**config.mk**
```make
export PLATFORM = sky130hd
export DESIGN_NAME = mem_arbiter
export DESIGN_NICKNAME = d
export VERILOG_FILES = /design/src/rtl/mem_arbiter.sv
export SDC_FILE = /design/constraint.sdc
export NUM_CORES = 1
export LEC_CHECK = 0
export BUFFER_PORTS_ARGS = -buffer_cell sky130_fd_sc_hd__buf_2
export CORE_ASPECT_RATIO = 1.1
export CORE_MARGIN = 1
export CORE_UTILIZATION = 30
export CTS_CLUSTER_SIZE = 10
export DETAILED_ROUTE_END_ITERATION = 6
export SKIP_CTS_REPAIR_TIMING = 1
export SLEW_MARGIN = 20
export SYNTH_ARGS = -nofsm -noshare
export SYNTH_HDL_FRONTEND = slang
export SYNTH_SLANG_ARGS = --single-unit
```
**constraint.sdc**
```tcl
create_clock -name clk -period 6.2 [get_ports clk]
set_input_delay 1.24 -clock clk [delete_from_list [all_inputs] [get_ports clk]]
set_output_delay 1.24 -clock clk [all_outputs]
set_load 0.03 [all_outputs]
```
**src/rtl/mem_arbiter.sv**
```systemverilog
// Arbitrates instruction-fetch and data ports onto one Wishbone master; data wins ties.
// Latency: Wishbone cycle starts one clock after an eligible request; ready pulses one clock after ack/timeout.
// Backpressure: requesters hold req until ready; a port is ineligible during its own ready cycle.
module mem_arbiter #(
   parameter int ADDR_WIDTH     = 32,
   parameter int DATA_WIDTH     = 32,
   parameter int TIMEOUT_CYCLES = 255
) (
   input  logic                    clk,
   input  logic                    reset,
   input  logic                    if_req,
   input  logic [ADDR_WIDTH-1:0]   if_addr,
   output logic [DATA_WIDTH-1:0]   if_rdata,
   output logic                    if_ready,
   output logic                    if_err,
   input  logic                    mem_req,
   input  logic                    mem_we,
   input  logic [ADDR_WIDTH-1:0]   mem_addr,
   input  logic [DATA_WIDTH-1:0]   mem_wdata,
   input  logic [DATA_WIDTH/8-1:0] mem_sel,
   output logic [DATA_WIDTH-1:0]   mem_rdata,
   output logic                    mem_ready,
   output logic                    mem_err,
   output logic                    wb_cyc_o,
   output logic                    wb_stb_o,
   output logic                    wb_we_o,
   output logic [ADDR_WIDTH-1:0]   wb_adr_o,
   output logic [DATA_WIDTH-1:0]   wb_dat_o,
   output logic [DATA_WIDTH/8-1:0] wb_sel_o,
   input  logic [DATA_WIDTH-1:0]   wb_dat_i,
   input  logic                    wb_ack_i,
   output logic                    im,
   output logic                    mem
);

   typedef enum logic [1:0] {
      IDLE    = 2'd0,
      IF_BUS  = 2'd1,
      MEM_BUS = 2'd2
   } state_t;

   // Counter value at which the current bus cycle is the last one allowed.
   localparam logic [7:0] TMO_LAST = 8'(TIMEOUT_CYCLES - 1);

   state_t     state;
   state_t     state_nxt;
   logic [7:0] tmo_cnt;
   logic       mem_elig;
   logic       if_elig;
   logic       start_mem;
   logic       start_if;
   logic       bus_ack;
   logic       bus_tmo;

   // A port is blocked during its own ready cycle so a still-held req is not reissued.
   assign mem_elig = mem_req & ~mem_ready;
   assign if_elig  = if_req & ~if_ready;

   // Busy indications toward the stall controller.
   assign im  = if_req & ~if_ready;
   assign mem = mem_req & ~mem_ready;

   // State register.
   always_ff @(posedge clk or posedge reset) begin
      if (reset) state <= IDLE;
      else       state <= state_nxt;
   end

   // Next-state and per-cycle control strobes; ack beats timeout in the same cycle.
   always_comb begin
      state_nxt = state;
      start_mem = 1'b0;
      start_if  = 1'b0;
      bus_ack   = 1'b0;
      bus_tmo   = 1'b0;
      case (state)
         IDLE: begin
            if (mem_elig) begin
               start_mem = 1'b1;
               state_nxt = MEM_BUS;
            end else if (if_elig) begin
               start_if  = 1'b1;
               state_nxt = IF_BUS;
            end
         end
         IF_BUS, MEM_BUS: begin
            if (wb_ack_i) begin
               bus_ack   = 1'b1;
               state_nxt = IDLE;
            end else if (tmo_cnt == TMO_LAST) begin
               bus_tmo   = 1'b1;
               state_nxt = IDLE;
            end
         end
         default: state_nxt = IDLE;
      endcase
   end

   // Wishbone master registers: loaded on acceptance, frozen until the cycle ends.
   always_ff @(posedge clk or posedge reset) begin
      if (reset) begin
         wb_cyc_o <= 1'b0;
         wb_stb_o <= 1'b0;
         wb_we_o  <= 1'b0;
         wb_adr_o <= '0;
         wb_dat_o <= '0;
         wb_sel_o <= '0;
      end else if (start_mem) begin
         wb_cyc_o <= 1'b1;
         wb_stb_o <= 1'b1;
         wb_we_o  <= mem_we;
         wb_adr_o <= mem_addr;
         wb_dat_o <= mem_wdata;
         wb_sel_o <= mem_sel;
      end else if (start_if) begin
         wb_cyc_o <= 1'b1;
         wb_stb_o <= 1'b1;
         wb_we_o  <= 1'b0;
         wb_adr_o <= if_addr;
         wb_sel_o <= '1;
      end else if (bus_ack || bus_tmo) begin
         wb_cyc_o <= 1'b0;
         wb_stb_o <= 1'b0;
      end
   end

   // Timeout counter: cleared on entry, counts bus cycles that pass without ack.
   always_ff @(posedge clk or posedge reset) begin
      if (reset) begin
         tmo_cnt <= '0;
      end else if (start_mem || start_if) begin
         tmo_cnt <= '0;
      end else if (state != IDLE && !wb_ack_i) begin
         tmo_cnt <= tmo_cnt + 8'd1;
      end
   end

   // Completion pulses and read data capture; writes and timeouts leave rdata untouched.
   always_ff @(posedge clk or posedge reset) begin
      if (reset) begin
         if_ready  <= 1'b0;
         if_err    <= 1'b0;
         if_rdata  <= '0;
         mem_ready <= 1'b0;
         mem_err   <= 1'b0;
         mem_rdata <= '0;
      end else begin
         if_ready  <= (bus_ack || bus_tmo) && (state == IF_BUS);
         if_err    <= bus_tmo && (state == IF_BUS);
         mem_ready <= (bus_ack || bus_tmo) && (state == MEM_BUS);
         mem_err   <= bus_tmo && (state == MEM_BUS);
         if (bus_ack && state == IF_BUS)
            if_rdata <= wb_dat_i;
         if (bus_ack && state == MEM_BUS && !wb_we_o)
            mem_rdata <= wb_dat_i;
      end
   end

endmodule
```
======== Word-level counts from Yosys, hierarchy flattened ========
Index checks and enable logic that the tools add are counted.
word-level totals
  input port bits ......................... 138
  register bits after elaboration ......... 148
operators by class
  equal/unequal tests ..................... 5
  bitwise logic cells ..................... 4
  $add $sub $neg .......................... 1
  muxes and demuxes ....................... 26
  reduce and logical (&&, ||, !) cells .... 19
operator list
  operator             count
  $mux 32              2
  $mux 8               2
  $mux 1               15
  $add 8x1->8 const B  1
  $eq 8x8->1 const B   1
  $logic_and 1x1->1    8
  $mux 2               4
  $mux 4               2
  $ne 3x3->1 const B   2
  $reduce_bool 2->1    3
  $pmux 2 s2           1
  $reduce_bool 3->1    1
  $and 1x1->1          2
  $eq 2x1->1 const B   1
  $eq 2x2->1 const B   1
  $logic_not 1->1      2
  $logic_not 2->1      1
  $logic_or 1x1->1     2
  $not 1->1            2
  $reduce_and 2->1     1
  $reduce_or 2->1      1

======== Logic depth before layout (Yosys ltp) ========
Gate-level depths: netlist of run 1.
  word-level depth ........................ 8
  gate-level depth with buffers ........... 7
  gate-level depth less buffers ........... 5

======== Worst setup path before layout of run 1 ========
Ideal clock, no wire load.
  path kind ............................... input to output
  from .................................... in if_req
  to ...................................... out im
  slack ................................... 3145 ps
  stages on the path ...................... 1
  data arrival time ....................... 1815 ps
  buffers on the path ..................... 0
  data required time ...................... 4960 ps
  path through ............................ nor2b_1
on the way
  longest elaborated chain between the ends .. 1
ends and longest elaborated chain
  element      line  RTL
  from (decl)  11    input logic if_req,
  $and 1x1->1  60    assign im = if_req & ~if_ready;
  to (decl)    32    output logic im,
Every way passes these cells.

======== Final worst setup path of run 1 ========
  from .................................... in mem_req
  to ...................................... out mem
on the way
  longest elaborated chain between the ends .. 1
ends and longest elaborated chain
  element      line  RTL
  from (decl)  16    input logic mem_req,
  $and 1x1->1  61    assign mem = mem_req & ~mem_ready;
  to (decl)    33    output logic mem
Every way passes these cells.

==> out/metrics.yaml, run 1 <==
clock_network:
  clock_latency_ns: 0.41
  clkTransAtPathRegs_ns: 0.06
  htree_levels: 4
  clock-sinks: 148
  clockBufferDepth: 2
  numCtsBuffers: 17
  cts_tree: "yes"
  cts_root_buf: "clkbuf_16"
synth:
  avgSynthCellArea_um2: 13.8
  synthCells: 437
  synthesis.nets: 580
  synth_top_area_share_pct: 61.4
  ys.flop_type: "dfrtp_1"
  ys_top_cells_by_area: "dfrtp_1 (61%), mux2_2 (18%), mux2i_1 (5.3%)"
  synth_seq_cells: 148
  async_flop_share_pct: 100
  synth_edf_count: 0
  synth_top_cell_by_area: "dfrtp_1"
  ys_seq_area_share_pct: 61.4
  synth_cell_types: 37
  yosys_warnings: 0
  syn_area_um2: 6030
setup_path:
  crit_path_max_incr_delay_ns: 0.32
  crit_required_ns: 4.96
  cp_slowest_cell: "buf_4"
  startpoint_type: "input port"
  startpoint: "mem_req"
  crit_arrival_ns: 2.05
  end_kind: "output port"
  r2r-start: "state[1]$_DFFE_PP0P_"
  crit_buf_inv: 4
  path_delay_family: "buffers and inverters"
  setup.worst_path.end: "mem"
  cp_num_cells: 5
  path_cells: "buf_2 -> nand2b_1 -> buf_4 -> inv_2 -> buf_2"
  rrSetupSlack_ns: 3.79
  cp_max_fo: 34
  worstRegToRegCells: 5
  critPathMostFrequentCell: "buf_2"
  crit_type: "in2out"
  rr_endpoint: "wb_dat_o[27]$_DFFE_PP0N_"
floorplanning:
  coreArea_um2: 19800
  die_height_um: 151
  io-pin-count: 279
  start_util_pct: 30.5
  chipWidth_um: 137
  num_rows: 54
  die_area_um2: 20700
min_path:
  hold_start: "mem_rdata[3]$_DFFE_PP0P_"
  hp-class: "reg2reg"
detailed_routing:
  drt_iter0_drc: 113
  vias: 4341
  drc: 0
  route.detailed.wl_per_inst_um: 14.3
  wl_mm: 14.0
  ant_nets: 0
  first_pass_iters: 4
  vias_per_cell: 4.43
global_routing:
  grt-ovfl-total: 0
  grt_max_degree: 93
  track_usage_pct: 13.9
  grt_pass1_wl_mm: 22.1
  antenna_found_initial: 0
  grt_pass1_vias: 4367
cells_and_area:
  n_antenna_cell: 0
  drive_gt1_share_pct: 57.1
  fin_util_pct: 41.9
  syn_to_final_growth_pct: 37.6
  layout.nets: 858
job:
  maxCapViolCount: 0
place:
  dp_hpwl_mm: 10.0
  io_buffers: 278
  place.gp.congestion: 0.701
pwr:
  total_power_w: 0.00515
  p_leak_nw: 4.22
  power.density_nw_per_um2: 620
  ir_worst_vdd_mv: 0.279
timing:
  setup_violations: 0
  finalMaxSlewViolations: 0
  worstMarginPinSlew_ns: 0.836
  max_freq_mhz: 304
  hold_viol_final: 0
  max_slew_margin_pct: 44.3
  rsz0062_at_grt: "no"
  tns_ns: 0
  fin_crit_ns: 3.29
  period_share_pct: 53.1
  skew_ns: 0.00528
status:
  status: "completed"
-- placed cells by master, fill, tap and decap left out, drive strengths merged, types with 5 or more instances in the layout --
cell | synthesis | layout
inv | 40 | 41
mux2i | 32 | 32
a21oi | 5 | 5
clkbuf | 5 | 21
buf | 20 | 284
mux2 | 96 | 96
o21ai | 10 | 10
ha | 5 | 5
o22ai | 32 | 32
nand2 | 6 | 6
dfrtp | 148 | 148
or3 | 5 | 5
-- worst reg2reg max path, cell delays in order (launching register included) --
cell and delay (ns):
dfrtp_1 0.40, inv_1 0.12, ha_1 0.40, and3b_2 0.35, buf_4 0.56, mux2_2 0.48
-- report_power, final --
part	switching, W	internal [W]	total (W)
clock	0.000405	0.000708	0.00111
combinational	0.00155	0.000841	0.00240
sequential	0.000212	0.00143	0.00164
total	0.00217	0.00298	0.00515
-- cells in the mapped netlist, types with 4 or more instances --
cell type / instances
buf_4: 4
mux2i_1: 32
o21ai_0: 10
a21oi_1: 5
or3_1: 5
dfrtp_1: 148
buf_2: 14
o22a_1: 4
o211a_1: 4
mux2_2: 96
o22ai_1: 32
nand2_1: 6
inv_1: 39
ha_1: 5
clkbuf_1: 5
-- layer usage --
| layer | part of all wire [%] | global-route usage (%) |
|---|---|---|
| met4 | 1.4 | 5.00 |
| met5 | 0 | 0 |
| met1 | 43 | 17.0 |
| met2 | 48 | 22.3 |
| met3 | 7.4 | 4.95 |
-- final cells by class --
cell class,count,area (um^2)
Fill cell,1894,11500
Sequential cell,148,3700
Multi-Input combinational cell,224,2050
Timing Repair Buffer,284,1440
Clock buffer,21,470
Tap cell,252,315
Clock inverter,11,174
Inverter,40,155
-- worst min path at each step --
| stage | end | slack [ns] | cells past startpoint |
|---|---|---|---|
| after floorplan | tmo_cnt[7]$_DFFE_PP0P_ | 0.52 | 2 |
| after global placement | mem_rdata[7]$_DFFE_PP0P_ | 0.48 | 1 |
| after detailed placement | if_rdata[3]$_DFFE_PP0P_ | 0.49 | 1 |
| after CTS | mem_rdata[22]$_DFFE_PP0P_ | 0.50 | 1 |
| after global routing | if_rdata[31]$_DFFE_PP0P_ | 0.51 | 1 |
| final | mem_rdata[3]$_DFFE_PP0P_ | 0.50 | 1 |
-- flip-flops by register name (all words and copies together) (netlist names), 2 cells and up --
signal	flops
state	2
if_rdata	32
mem_rdata	32
wb_adr_o	32
wb_sel_o	4
wb_dat_o	32
tmo_cnt	8
-- logic make-up after synthesis --
group | synth area share, %
fa+ha+maj | 1.04
buf+inv | 4.71
simple gates | 2.90
mux | 23.2
compound gates | 6.76
flops | 61.4
-- stage by stage --
| stage | worst slack, ns | instances | area (um^2) | hold slack [ns] |
|---|---|---|---|---|
| after floorplan | 0.980 | 437 | 6030 | 0.519 |
| after global placement | 2.93 | 948 | 7660 | 0.482 |
| after detailed placement | 2.91 | 948 | 7660 | 0.487 |
| after CTS | 2.90 | 980 | 8300 | 0.500 |
| after global routing | 2.83 | 980 | 8300 | 0.509 |
| final | 2.91 | 980 | 8300 | 0.496 |
No activity file was read; power rests on OpenSTA's default activity.
==> inputs of run 2 (changes only) <==
ABC_AREA = 1   (was not set)
clock period = 2.85 ns   (was 6.2 ns; I/O delays follow)
==> run 2 against run 1 <==
Net effect: the run now ends with DRC left; synthesized cell count up 62%; sequential share of layout area down 0.13 points; flip-flop and latch count unchanged; clock power up 110%; die area up 1.4%; global-route usage up 2.6 points; first-iteration DRC count rose to 2.5 times the previous value; combinational power up 93%.
==> out/metrics.yaml, run 2 <==
floorplanning:
  num_rows: 54  # unchanged
  start_util_pct: 30.7  # +0.21 points
  die_area_um2: 21000  # +1.4%
  die_height_um: 152  # +0.68%
  coreArea_um2: 19900  # +0.68%
  chipWidth_um: 138  # +0.69%
  io-pin-count: 279  # unchanged
detailed_routing:
  route.detailed.wl_per_inst_um: 13.7  # -4.5%
  vias: 5375  # +24%
  drc: 52  # +52
  wl_mm: 17.0  # +21%
  vias_per_cell: 4.32  # -2.5%
  drt_iter0_drc: 283  # +150%
  first_pass_iters: 7  # +3
  ant_nets: 0  # unchanged
setup_path:
  rrSetupSlack_ns: 0.79  # -3.00 ns
  startpoint_type: "flop"
  cp_max_fo: 43  # +26%
  end_kind: "flop"
  worstRegToRegCells: 7  # +2
  crit_required_ns: 3.15  # -1.81 ns
  crit_type: "reg2reg"
  crit_arrival_ns: 2.35  # +0.30 ns
global_routing:
  grt-ovfl-total: 0  # unchanged
  grt_max_degree: 120  # +29%
  antenna_found_initial: 1  # +1
  grt_pass1_wl_mm: 26.8  # +21%
  track_usage_pct: 16.5  # +2.6 points
  grt_pass1_vias: 5167  # +18%
timing:
  fin_crit_ns: 2.06
  period_share_pct: 72.2
  setup_ws_ns: 0.792  # -2.12 ns
  finalMaxSlewViolations: 0  # unchanged
  skew_ns: 0.00725  # +0.00197 ns
  rsz0062_at_grt: "no"
  max_freq_mhz: 486
  hold_viol_final: 0  # unchanged
  worstMarginPinSlew_ns: 0.665  # -0.171 ns
  hold_slack_ns: 0.284  # -0.212 ns
  tns_ns: 0  # unchanged
  max_slew_margin_pct: 55.7  # +11 points
  setup_violations: 0  # unchanged
cells_and_area:
  instances_no_fill: 1244  # +27%
  design_area_um2: 8330  # +0.30%
  final_common_cell: "buf_2"
  layout.nets: 1122  # +31%
  syn_to_final_growth_pct: 36.1
  drive_gt1_share_pct: 33.2  # -24 points
  n_antenna_cell: 0  # unchanged
  final_cell_mix: "buf_2 (278), nand2_1 (251), dfrtp_1 (148)"
clock_network:
  cts_root_buf: "clkbuf_16"
  clockBufferDepth: 2  # unchanged
  clock-sinks: 148  # unchanged
  htree_levels: 4  # unchanged
  clock_latency_ns: 0.42  # about the same
  clkTransAtPathRegs_ns: 0.07  # about the same
  cts_tree: "yes"
  numCtsBuffers: 17  # unchanged
place:
  dp_slack_ns: 0.731  # -2.18 ns
  postPlaceCellArea_um2: 7730  # +0.91%
  io_buffers: 278  # unchanged
  dp_cells: 1212  # +28%
  place.gp.congestion: 0.758  # +8.1%
  dp_hpwl_mm: 11.8  # +18%
pwr:
  power.density_nw_per_um2: 1250  # +100%
  p_leak_nw: 4.73  # +12%
  ir_worst_vdd_mv: 0.690  # +150%
synth:
  avgSynthCellArea_um2: 8.64  # -37%
  ys_seq_area_share_pct: 60.5  # -0.84 points
  synth_top_area_share_pct: 60.5  # -0.84 points
  synth_edf_count: 0  # unchanged
  synthesis.nets: 851  # +47%
  synthCells: 708  # +62%
  synth_seq_cells: 148  # unchanged
  syn_area_um2: 6120  # +1.4%
  synth_top_cell_by_area: "dfrtp_1"
  ys.flop_type: "dfrtp_1"
  ys_top_cells_by_area: "dfrtp_1 (61%), nand2_1 (15%), o21ai_0 (7.4%)"
  async_flop_share_pct: 100  # unchanged
  synth.most_common_cell: "nand2_1"
  synth_cell_types: 21  # -43%
  yosys_warnings: 0  # unchanged
  synth_commonest_cells: "nand2_1 (252), dfrtp_1 (148), nor2_1 (92)"
status:
  violations: "DRC"
  status: "finished, violations left"
job:
  maxCapViolCount: 0  # unchanged
min_path:
  hp-class: "in2async"
## run 2: cell count changes after synthesis, sizes merged, moves of 4 or more
cell	previous run	this run
o211a	4	0
inv	40	56
o22a	4	0
clkbuf	5	15
or3	5	0
nand3	2	10
mux2i	32	0
nand2	6	255
o21ai	10	102
nor2	2	93
o22ai	32	0
mux2	96	0
## run 2: report_power, final
part | leakage, nW | switching, W | total, W | internal (W)
sequential | 1.85 | 0.000480 | 0.00349 | 0.00301
clock | 0.281 | 0.000959 | 0.00231 | 0.00135
combinational | 2.60 | 0.00335 | 0.00464 | 0.00128
total | 4.73 | 0.00479 | 0.0104 | 0.00565
## run 2: cell type report
cell class	count	area, um^2
Fill cell	2026	11600
Sequential cell	148	3700
Multi-Input combinational cell	470	2000
Timing Repair Buffer	286	1500
Clock buffer	20	457
Tap cell	252	315
Inverter	56	214
Clock inverter	12	143
## run 2: worst max-delay path, stage by stage, from the launching register on
cell     delay, ns
dfrtp_1       0.37
inv_1         0.07
ha_1          0.28
nand2_4       0.37
inv_2         0.30
buf_12        0.26
o21ai_0       0.18
nand2_1       0.07
## run 2: kinds of logic after synthesis
group / Yosys count / share of synthesized area [%]
simple gates: 360 / 22.8
compound gates: 105 / 8.71
fa+ha+maj: 5 / 1.02
buf+inv: 90 / 6.89
flops: 148 / 60.5
## run 2: path summary, 6_finish.rpt
kind / endpoint / startpoint
worst max-delay path: wb_adr_o[24]$_DFFE_PP0N_ / state[0]$_DFFE_PP0P_
worst min-delay path: wb_dat_o[21]$_DFFE_PP0N_ / reset
worst max register to register: wb_adr_o[24]$_DFFE_PP0N_ / state[0]$_DFFE_PP0P_
worst min register to register: wb_adr_o[10]$_DFFE_PP0N_ / wb_adr_o[10]$_DFFE_PP0N_
max in group asynchronous: tmo_cnt[7]$_DFFE_PP0P_ / reset
min in group clk: wb_dat_o[18]$_DFFE_PP0N_ / mem_wdata[18]
## run 2: per-layer routing
metal / up-vias / global-route usage, % / wire length, um
met4: 2 / 5.06 / 192
met2: 215 / 27.3 / 7750
met5: - / 0 / 10
met3: 17 / 5.69 / 1480
li1: 2724 / - / -
met1: 2417 / 20.3 / 7560
## run 2: through the flow
step / power [W] / util, %
detailed placement: 0.00822 / 38.8
floorplan: 0.00680 / -
CTS: 0.0106 / 41.8
global placement: 0.00815 / 38.8
global route: 0.0111 / 41.8
finish: 0.0104 / 41.8
==> inputs of run 3 (changes only) <==
clock period = 1.68 ns   (was 2.85 ns; I/O delays follow)
==> run 3 against run 2 <==
Net effect: the flow still finishes with violations (DRC); via count increased by 0.91%; power increased by 71%; clock power increased by 68%; first-iteration DRC count decreased by 18%; core utilization increased by 0.51 points; hold slack got worse by 0.17 ns; flip-flop and latch count unchanged; die area unchanged; largest power group unchanged.
==> out/metrics.yaml, run 3 (synthesis gave the netlist of run 2 again) <==
floorplanning:
  num_rows: 54  # unchanged
  start_util_pct: 30.7  # unchanged
  chipWidth_um: 138  # unchanged
  die_area_um2: 21000  # unchanged
  io-pin-count: 279  # unchanged
  die_height_um: 152  # unchanged
  coreArea_um2: 19900  # unchanged
clock_network:
  clock-sinks: 148  # unchanged
  clock_latency_ns: 0.42  # about the same
  clkTransAtPathRegs_ns: 0.06  # about the same
  clockBufferDepth: 2  # unchanged
  cts_root_buf: "clkbuf_16"
  htree_levels: 4  # unchanged
  cts_tree: "yes"
  numCtsBuffers: 17  # unchanged
setup_path:
  crit_type: "reg2out"
  cp_max_fo: 3  # -93%
  end_kind: "output port"
  crit_arrival_ns: 1.26  # -1.09 ns
  crit_required_ns: 1.34  # -1.81 ns
  startpoint_type: "flop"
place:
  dp_hpwl_mm: 11.8  # about the same
  place.gp.congestion: 0.781  # +3.1%
  io_buffers: 278  # unchanged
  dp_slack_ns: 0.145  # -0.586 ns
  dp_cells: 1214  # +0.17%
cells_and_area:
  n_fill_cell: 2006  # -0.99%
  instances_no_fill: 1246  # +0.16%
  final_cell_mix: "buf_2 (277), nand2_1 (251), dfrtp_1 (148)"
  final_common_cell: "buf_2"
  syn_to_final_growth_pct: 37.8
  n_antenna_cell: 0  # unchanged
  multi_input_area_um2: 2000  # +0.13%
  drive_gt1_share_pct: 33.4  # +0.24 points
  layout.nets: 1127  # +0.45%
  fin_util_pct: 42.3  # +0.51 points
  seq_area_um2: 3700  # unchanged
global_routing:
  grt-ovfl-total: 0  # unchanged
  grt_max_degree: 80  # -33%
  antenna_found_initial: 1  # unchanged
  grt_pass1_vias: 5006  # -3.1%
  grt_pass1_wl_mm: 26.1  # -2.6%
  track_usage_pct: 16.1  # -0.33 points
timing:
  rsz0062_at_grt: "no"
  setup_violations: 0  # unchanged
  max_freq_mhz: 629
  fin_crit_ns: 1.59
  max_slew_margin_pct: 68.8  # +13 points
  hold_slack_ns: 0.113  # -0.171 ns
  hold_viol_final: 0  # unchanged
  period_share_pct: 94.7
  setup_ws_ns: 0.0889  # -0.704 ns
  worstMarginPinSlew_ns: 0.467  # -0.198 ns
  skew_ns: 0.0133  # +0.00601 ns
  finalMaxSlewViolations: 0  # unchanged
detailed_routing:
  vias_per_cell: 4.35  # +0.75%
  drt_iter0_drc: 231  # -18%
  vias: 5424  # +0.91%
  first_pass_iters: 6  # -1
  ant_nets: 0  # unchanged
  wl_mm: 17.0  # -0.15%
  route.detailed.wl_per_inst_um: 13.6  # -0.31%
  drc: 52  # unchanged
pwr:
  p_leak_nw: 4.79  # +1.3%
  power.density_nw_per_um2: 2120  # +69%
  ir_worst_vdd_mv: 1.09  # +59%
job:
  maxCapViolCount: 0  # unchanged
status:
  status: "finished, violations left"
  violations: "DRC"
min_path:
  hp-class: "in2reg"
run 3: per-stage QoR:
stage | instance area, um^2 | total power [W] | setup TNS, ns
2_1_floorplan | 6120 | 0.0115 | -76.52
3_3_place_gp | 7780 | 0.0139 | 0
3_5_place_dp | 7780 | 0.0140 | 0
4_1_cts | 8380 | 0.0180 | -0.0278
5_1_grt | 8430 | 0.0191 | 0
6_report | 8430 | 0.0178 | 0
run 3: layer usage:
metal / vias up / GRT usage, % / part of all wire [%]
met3: 21 / 5.12 / 8.6
met1: 2447 / 19.7 / 43
li1: 2736 / - / -
met4: 2 / 6.97 / 1.7
met5: - / 0 / 0.077
met2: 218 / 26.5 / 47
run 3: power breakdown:
| group | internal [W] | switching, W | leakage [nW] |
|---|---|---|---|
| clock | 0.00243 | 0.00145 | 0.294 |
| sequential | 0.00512 | 0.000801 | 1.85 |
| combinational | 0.00229 | 0.00575 | 2.64 |
run 3: final cells by class:
cell class                 count  share of cell area (%)
clock buffer                  20                    5.54
tap                          252                    3.74
clock inverter                 9                    1.54
timing repair buffer         291                    19.0
inverter                      56                    2.54
multi-input combinational    470                    23.7
sequential                   148                    43.9
run 3: worst max-delay path, cell delays in order (launching register included):
cell	delay [ns]
dfrtp_1	0.42
nor2_4	0.20
buf_2	0.23
run 3: path summary, 6_finish.rpt:
path | slack (ns) | to | from | cells past startpoint
max | 0.09 | mem | mem_ready$_DFF_PP0_ | 2
min | 0.11 | wb_dat_o[23]$_DFFE_PP0N_ | mem_wdata[23] | 3
max reg2reg | 0.18 | wb_adr_o[24]$_DFFE_PP0N_ | state[1]$_DFFE_PP0P_ | 7
min reg2reg | 0.47 | wb_adr_o[16]$_DFFE_PP0N_ | wb_adr_o[16]$_DFFE_PP0N_ | 2
max in group asynchronous | 0.57 | state[0]$_DFFE_PP0P_ | reset | 4
min in group asynchronous | 0.41 | wb_dat_o[20]$_DFFE_PP0N_ | reset | 3
